[config.mk]
export PLATFORM = sky130hd
export DESIGN_NAME = data_mem_arbiter
export DESIGN_NICKNAME = d
export VERILOG_FILES = /design/src/rtl/data_mem_pkg.sv /design/src/rtl/data_mem_arbiter_rr.sv /design/src/rtl/data_mem_arbiter.sv
export SDC_FILE = /design/constraint.sdc
export NUM_CORES = 1
export LEC_CHECK = 0
export CAP_MARGIN = 15
export CORE_MARGIN = 2
export CORE_UTILIZATION = 50
export DETAILED_ROUTE_END_ITERATION = 8
export DONT_BUFFER_PORTS = 1
export PLACE_DENSITY = 0.69
export SLEW_MARGIN = 15
export SYNTH_ARGS = -nofsm -noshare
export SYNTH_HDL_FRONTEND = slang
export SYNTH_SLANG_ARGS = --single-unit
[constraint.sdc]
create_clock -name clk -period 1.1 [get_ports clk]
set_input_delay 0 -clock clk [delete_from_list [all_inputs] [get_ports clk]]
set_output_delay 0 -clock clk [all_outputs]
set_load 0.005 [all_outputs]
[src/rtl/data_mem_pkg.sv]
`default_nettype none
// +----------------------------------------------------------------------+
// | Module      : data_mem_pkg                                           |
// | Description : Shared types and constants for the data-memory         |
// |               arbiter: default widths, port indices, command         |
// |               record and arbiter state encoding.                     |
// | Revision    : 1.0 - initial release                                  |
// +----------------------------------------------------------------------+
package data_mem_pkg;

    localparam int DATA_AW = 8;
    localparam int DATA_DW = 16;

    // Requester indices; also the value of the read-return owner tag
    localparam logic PORT_CPU = 1'b0;
    localparam logic PORT_DBG = 1'b1;

    // One memory command as presented to the macro
    typedef struct packed {
        logic               we;
        logic [DATA_AW-1:0] addr;
        logic [DATA_DW-1:0] wdata;
    } mem_cmd_t;

    // ST_ISSUE means a command sits on the mem_* bus this cycle
    typedef enum logic [0:0] {
        ST_IDLE  = 1'b0,
        ST_ISSUE = 1'b1
    } arb_state_t;

endpackage
`default_nettype wire

[src/rtl/data_mem_arbiter_rr.sv]
`default_nettype none
// +----------------------------------------------------------------------+
// | Module      : rr_arbiter2                                            |
// | Description : Two-input round-robin grant. A sole requester always   |
// |               wins; on a tie the port not served last wins. The      |
// |               last-served pointer moves only when a grant is given.  |
// | Revision    : 1.0 - initial release                                  |
// +----------------------------------------------------------------------+
module rr_arbiter2
    import data_mem_pkg::*;
(
    input  logic       clk,
    input  logic       rst_n,
    input  logic [1:0] req,
    output logic [1:0] gnt
);

    logic last_q;
    logic last_d;

    // Pick the winner for this cycle and the pointer value it implies
    always_comb begin
        gnt    = req;
        last_d = last_q;
        if (req == 2'b11) begin
            gnt = (last_q == PORT_DBG) ? 2'b01 : 2'b10;
        end
        if (gnt[1]) begin
            last_d = PORT_DBG;
        end else if (gnt[0]) begin
            last_d = PORT_CPU;
        end
    end

    // Pointer resets to the debug port so the CPU wins the first tie
    always_ff @(posedge clk or negedge rst_n) begin
        if (!rst_n) begin
            last_q <= PORT_DBG;
        end else begin
            last_q <= last_d;
        end
    end

endmodule
`default_nettype wire

[src/rtl/data_mem_arbiter.sv]
`default_nettype none
// +----------------------------------------------------------------------+
// | Module      : data_mem_arbiter                                       |
// | Description : Shares a single-port synchronous data memory between   |
// |               the CPU (port 0) and the debug/loader path (port 1).   |
// |               One registered command per cycle; read data returns    |
// |               to the owning port two cycles after its request.       |
// |               Define DBG_PRIORITY_EN for fixed debug-first priority; |
// |               otherwise two-way round-robin is used.                 |
// | Revision    : 1.0 - initial release                                  |
// +----------------------------------------------------------------------+
module data_mem_arbiter
    import data_mem_pkg::*;
#(
    parameter int AW = DATA_AW,
    parameter int DW = DATA_DW
) (
    input  logic          clk,
    input  logic          rst,
    input  logic          cpu_req,
    input  logic          cpu_we,
    input  logic [AW-1:0] cpu_addr,
    input  logic [DW-1:0] cpu_wdata,
    output logic          cpu_gnt,
    output logic          cpu_rvalid,
    output logic [DW-1:0] cpu_rdata,
    output logic          cpu_stall,
    input  logic          dbg_req,
    input  logic          dbg_we,
    input  logic [AW-1:0] dbg_addr,
    input  logic [DW-1:0] dbg_wdata,
    output logic          dbg_gnt,
    output logic          dbg_rvalid,
    output logic [DW-1:0] dbg_rdata,
    output logic          mem_en,
    output logic          mem_we,
    output logic [AW-1:0] mem_addr,
    output logic [DW-1:0] mem_wdata,
    input  logic [DW-1:0] mem_rdata
);

    logic [1:0] win;

`ifdef DBG_PRIORITY_EN
    // Fixed priority: debug always beats the CPU
    always_comb begin
        win = 2'b00;
        if (dbg_req) begin
            win = 2'b10;
        end else if (cpu_req) begin
            win = 2'b01;
        end
    end
`else
    logic [1:0] req_vec;
    assign req_vec = {dbg_req, cpu_req};

    rr_arbiter2 u_rr (
        .clk   (clk),
        .rst_n (rst),
        .req   (req_vec),
        .gnt   (win)
    );
`endif

    arb_state_t    state_q,      state_d;
    logic          mem_we_q,     mem_we_d;
    logic [AW-1:0] mem_addr_q,   mem_addr_d;
    logic [DW-1:0] mem_wdata_q,  mem_wdata_d;
    logic          cpu_gnt_q,    cpu_gnt_d;
    logic          dbg_gnt_q,    dbg_gnt_d;
    logic          rd_q,         rd_d;
    logic          tag_q,        tag_d;
    logic          cpu_rvalid_q, cpu_rvalid_d;
    logic          dbg_rvalid_q, dbg_rvalid_d;
    logic [DW-1:0] cpu_hold_q,   cpu_hold_d;
    logic [DW-1:0] dbg_hold_q,   dbg_hold_d;

    // Next command from the winner, plus read-return bookkeeping for the
    // command currently on the bus (its data appears on mem_rdata next cycle)
    always_comb begin
        state_d      = ST_IDLE;
        mem_we_d     = 1'b0;
        mem_addr_d   = mem_addr_q;
        mem_wdata_d  = mem_wdata_q;
        cpu_gnt_d    = win[0];
        dbg_gnt_d    = win[1];
        rd_d         = 1'b0;
        tag_d        = tag_q;
        if (win[1]) begin
            state_d     = ST_ISSUE;
            mem_we_d    = dbg_we;
            mem_addr_d  = dbg_addr;
            mem_wdata_d = dbg_wdata;
            rd_d        = ~dbg_we;
            tag_d       = PORT_DBG;
        end else if (win[0]) begin
            state_d     = ST_ISSUE;
            mem_we_d    = cpu_we;
            mem_addr_d  = cpu_addr;
            mem_wdata_d = cpu_wdata;
            rd_d        = ~cpu_we;
            tag_d       = PORT_CPU;
        end
        cpu_rvalid_d = rd_q & (tag_q == PORT_CPU);
        dbg_rvalid_d = rd_q & (tag_q == PORT_DBG);
        cpu_hold_d   = cpu_rvalid_q ? mem_rdata : cpu_hold_q;
        dbg_hold_d   = dbg_rvalid_q ? mem_rdata : dbg_hold_q;
    end

    // Command/handshake state machine with registered outputs
    always_ff @(posedge clk or negedge rst) begin
        if (!rst) begin
            state_q      <= ST_IDLE;
            mem_we_q     <= 1'b0;
            mem_addr_q   <= '0;
            mem_wdata_q  <= '0;
            cpu_gnt_q    <= 1'b0;
            dbg_gnt_q    <= 1'b0;
            rd_q         <= 1'b0;
            tag_q        <= PORT_CPU;
            cpu_rvalid_q <= 1'b0;
            dbg_rvalid_q <= 1'b0;
            cpu_hold_q   <= '0;
            dbg_hold_q   <= '0;
        end else begin
            state_q      <= state_d;
            mem_we_q     <= mem_we_d;
            mem_addr_q   <= mem_addr_d;
            mem_wdata_q  <= mem_wdata_d;
            cpu_gnt_q    <= cpu_gnt_d;
            dbg_gnt_q    <= dbg_gnt_d;
            rd_q         <= rd_d;
            tag_q        <= tag_d;
            cpu_rvalid_q <= cpu_rvalid_d;
            dbg_rvalid_q <= dbg_rvalid_d;
            cpu_hold_q   <= cpu_hold_d;
            dbg_hold_q   <= dbg_hold_d;
        end
    end

    assign mem_en     = (state_q == ST_ISSUE);
    assign mem_we     = mem_we_q;
    assign mem_addr   = mem_addr_q;
    assign mem_wdata  = mem_wdata_q;
    assign cpu_gnt    = cpu_gnt_q;
    assign dbg_gnt    = dbg_gnt_q;
    assign cpu_rvalid = cpu_rvalid_q;
    assign dbg_rvalid = dbg_rvalid_q;
    // Returned data is forwarded in its valid cycle, then held afterwards
    assign cpu_rdata  = cpu_rvalid_q ? mem_rdata : cpu_hold_q;
    assign dbg_rdata  = dbg_rvalid_q ? mem_rdata : dbg_hold_q;
    assign cpu_stall  = cpu_req & ~cpu_gnt_q;

endmodule
`default_nettype wire

Word level (Yosys, flattened, before mapping)

Cells that the tools add are included.

Bits in registers: 65
Output and inout port bits: 63

Eq/ne operators: 1
Multiplexer cells: 16
Bitwise gates (word level): 7
Reduce and logical (&&, ||, !) cells: 1

Operators by type and width:

| kind                                 | count |
|---|---|
| 16-bit 2-to-1 mux                    | 4 |
| 8-bit 2-to-1 mux                     | 2 |
| 1-bit 2-to-1 mux                     | 8 |
| 2-bit 2-to-1 mux                     | 2 |
| 1-bit NOT                            | 4 |
| 1-bit AND                            | 3 |
| 2-bit == test, second input constant | 1 |
| 2-bit nonzero test                   | 1 |

Logic depth before layout (Yosys ltp)

Depth after elaboration: 4
Depth in mapped cells: 5
Depth with buffers taken out: 4

Modules after synthesis

A second synthesis with hierarchy kept.

Cell total of the unflattened synthesis: 199
Area, all modules: 2735.1 um2

By module, submodules not included:

| module           | times used | cells each | area each (um2) | sequential area each (um2) |
|---|---|---|---|---|
| data_mem_arbiter | 1          | 192        | 2673.8          | 1601.5 |
| rr_arbiter2      | 1          | 7          | 61.3            | 26.3 |

Worst setup path after synthesis

Ideal clock, no wire load.

Path type: register -> register
Start: register u_rr.last_q
End: register mem_wdata_q[10] (netlist: mem_wdata[10])
Library setup time: 0.132 ns
Arrival: 1.038 ns
Required time: 0.968 ns
Slack: -0.070 ns
Stages on the path, launching flop included: 6
Buffers on the path: 2
Period minus slack after synthesis: 1.170 ns
Cells stage by stage: dfstp_2 > buf_4 > nand2_4 > buf_6 > a31oi_1 > o21ai_1

Cells in the longest elaborated chain, start to end: 3
Elaborated cells on any way between the ends: 4
Those cells by class: mux (3); reduce/logical (1)

RTL lines:

| what                                                    | line                      | source |
|---|---|---|
| from (decl)                                             | data_mem_arbiter_rr.sv:18 | `logic last_q;` |
| from (signal assigned)                                  | data_mem_arbiter_rr.sv:40 | `last_q <= last_d;` |
| 2-bit 2-to-1 mux *                                      | data_mem_arbiter_rr.sv:26 | `gnt = (last_q == PORT_DBG) ? 2'b01 : 2'b10;` |
| 2-bit 2-to-1 mux *                                      | data_mem_arbiter_rr.sv:25 | `if (req == 2'b11) begin` |
| 16-bit 2-to-1 mux or 2-bit nonzero test (tied branches) | n/a                       |  |
| to (signal assigned)                                    | data_mem_arbiter.sv:130   | `mem_wdata_q <= mem_wdata_d;` |
| to (decl)                                               | data_mem_arbiter.sv:69    | `logic [DW-1:0] mem_wdata_q, mem_wdata_d;` |

Every way passes the cells marked *; elsewhere a longest branch is shown, timed or not.
A chain may end at the register's enable or synchronous reset.

Worst setup path in the final report

Start: register dbg_rvalid_q (netlist: dbg_rvalid)
End: output dbg_rdata[8]

Cells in the longest elaborated chain, start to end: 1

RTL lines:

| what                   | line                    | source |
|---|---|---|
| from (decl)            | data_mem_arbiter.sv:75  | `logic dbg_rvalid_q, dbg_rvalid_d;` |
| from (signal assigned) | data_mem_arbiter.sv:136 | `dbg_rvalid_q <= dbg_rvalid_d;` |
| 16-bit 2-to-1 mux      | data_mem_arbiter.sv:152 | `assign dbg_rdata = dbg_rvalid_q ? mem_rdata : dbg_hold_q;` |
| to (decl)              | data_mem_arbiter.sv:34  | `output logic [DW-1:0] dbg_rdata,` |

Every way passes these cells.

==> impl_metrics.tcl <==
set metrics [dict create \
    drv_cap 0 \
    clk_latency_ns 0.33 \
    slew_headroom_pct 87.52 \
    wirelength_mm 6.793 \
    hold_viol 94 \
    fmax_ghz 0.7763 \
    cp-end-kind "output pin" \
    outcome "finished with violations" \
    path_max_fanout 7 \
    ys_ff_latch 65 \
    hpwl_mm 3.747 \
    rr_endpoint "mem_wdata[14]$_DFFE_PN0P_" \
    first_pass_iters 4 \
    avgSynthCellArea_um2 12.71 \
    port_buffers 0 \
    drcViolationCount 0 \
    die_h_um 80.29 \
    synth_top_area_cell "dfrtp_1" \
    routed.top_layer "met4" \
    dr_total_vias 1963 \
    tritoncts "yes" \
    synth_cells 229 \
    fin_ws_ns -0.1882 \
    start_util_pct 52.21 \
    wl_met1_mm 2.912 \
    mostFrequentLayoutCells "63 x dfrtp_1, 32 x mux2_4, 24 x mux2i_1, 24 x a31oi_1, 24 x o21ai_1" \
    violations "hold timing, setup timing" \
    worstReg2RegStart "u_rr.last_q$_DFFE_PN1P_" \
    crit_end "dbg_rdata[8]" \
    ff2ff_path_depth 6 \
    finalPower_mw 6.760 \
    synth_cell_types 23 \
    ys.warnings.count 0 \
    cts_root_buf "clkbuf_8" \
    ctsHtreeMaxLevel 3 \
    crit_arrival_ns 1.29 \
    antenna_left 0 \
    fin_tns_setup_ns -7.659 \
    clkTransAtPathRegs_ns 0.07 \
    via_per_inst 5.877 \
    wl_met3_um 605 \
    avgRoutedWirePerCell_um 20.34 \
    diodes 0 \
    period_share_pct 117.1 \
    hp-class "input pin to asynchronous set/reset pin" \
    core_area_um2 5574 \
    fin_skew_ns 0.005443 \
    pre_cts_ws_ns -0.05452 \
    startpoint "dbg_rvalid$_DFF_PN0_" \
    met2_length_mm 3.219 \
    path_class "flop to output pin" \
    layout_commonest_cell "dfrtp_1" \
    drtIter0Drc 109 \
    startpoint_type "flop" \
    die_x_um 80.29 \
    worst_pin_slew_ns 0.1819 \
    ir_drop_v 0.0009554 \
    io_pins 133 \
    syn2layout_area_growth_pct 27.43 \
    num_rows 27 \
    syn_area_um2 2910 \
    grt_first_pass_wirelength_mm 9.949 \
    yosys.area.top_type_share_pct 55.03 \
    cts_made_buffers 9 \
    dieArea_um2 6446 \
    period_needed_ns 1.288 \
    grt_pass1_vias 2013 \
    synth_area_leaders "dfrtp_1 55%, mux2_2 12%, mux2i_1 8.3%, a31oi_1 5.2%, and3_1 5.2%" \
    cts_hold_buf 20 \
    setup_viol 57 \
    powerDensity_nw_per_um2 1823 \
    p_leak_nw 1.731 \
    fin_nets 327 \
    gr-total-overflow 0 \
    synthesis.nets 299 \
    grt_max_degree 66 \
    drive_gt1_share_pct 28.24 \
    seq_area_frac_synth_pct 55.93 \
    drv_slew 0 \
    place.gp.congestion 0.6351 \
    track_usage_pct 20.71 \
    cts.sinks 65 \
    cts_buffer_depth 2 \
    critPathRequiredTime_ns 1.10 \
    holdWs_ns -0.6442 \
    r2r_setup_slack_ns -0.16 \
    antenna_found_initial 0 \
    rsz0062_at_grt "true" \
]
==> flip-flops by register name, indices dropped and copies added (netlist names), 8 cells and up <==
signal      cells
mem_addr        8
mem_wdata      16
dbg_hold_q     16
cpu_hold_q     16
==> per-layer routing <==
layer,vias up,GRT usage (%)
met5,-,0
met4,0,8.305
met3,5,8.090
met2,104,32.75
met1,965,25.45
li1,889,-
==> cell families after synthesis <==
logic type	synth area share [%]
flops	55.93
mux	20.64
compound gates	10.40
simple gates	6.535
buf+inv	6.491
==> worst max-delay path: stages (launching register included) <==
cell       delay, ns
dfrtp_2         0.46
clkbuf_16       0.19
mux2_4          0.32
==> how the worst min path moves through the flow <==
stage / startpoint / to / slack (ns) / cells after the start
global placement: rst / cpu_hold_q[0]$_DFF_PN0_ / -0.29 / 0
CTS: rst / mem_addr[1]$_DFFE_PN0P_ / -0.66 / 0
global route: rst / cpu_hold_q[0]$_DFF_PN0_ / -0.67 / 0
finish: rst / rd_q$_DFF_PN0_ / -0.64 / 0
detailed placement: rst / dbg_hold_q[1]$_DFF_PN0_ / -0.29 / 0
floorplan: rst / cpu_gnt$_DFF_PN0_ / -0.30 / 0
==> cell usage after synthesis, drive strengths merged <==
master   n
a31oi   24
a22o     1
mux2    32
dfstp    1
a21boi   1
and2     1
o22ai    1
dfrtp   64
buf     17
and3    24
nand2    2
mux2i   24
o21ai   26
or2      1
inv      5
nor2b    2
clkbuf   3
==> through the flow <==
step	instances	hold slack, ns	util, %	instance area, um2
6_report	334	-0.6442	66.53	3709
2_1_floorplan	229	-0.2956	-	2927
4_1_cts	333	-0.6598	64.83	3613
3_3_place_gp	289	-0.2942	52.53	2928
3_5_place_dp	289	-0.2941	52.53	2928
5_1_grt	334	-0.6693	66.53	3709
==> what timing repair did <==
item	CTS	global route
setup buffers	3	0
gates cloned	5	1
hold endpoints to repair	128	94
pin swaps	12	0
gates resized for setup	34	21
endpoints found under the setup margin	57	60
==> layout make-up <==
class	instances	area (um2)
multi-input cells	139	1235
clock buffers	11	141.4
inverters	5	18.77
well taps	72	90.09
fillers	391	1866
flip-flops and latches	65	1629
clock inverters	5	55.05
repair buffers	37	539.3
==> where the power goes <==
group	internal, mW	total [mW]	switching (mW)
clock	1.10	1.99	0.894
combinational	1.00	1.63	0.628
sequential	2.90	3.13	0.238
No activity file was read; power rests on OpenSTA's default activity.
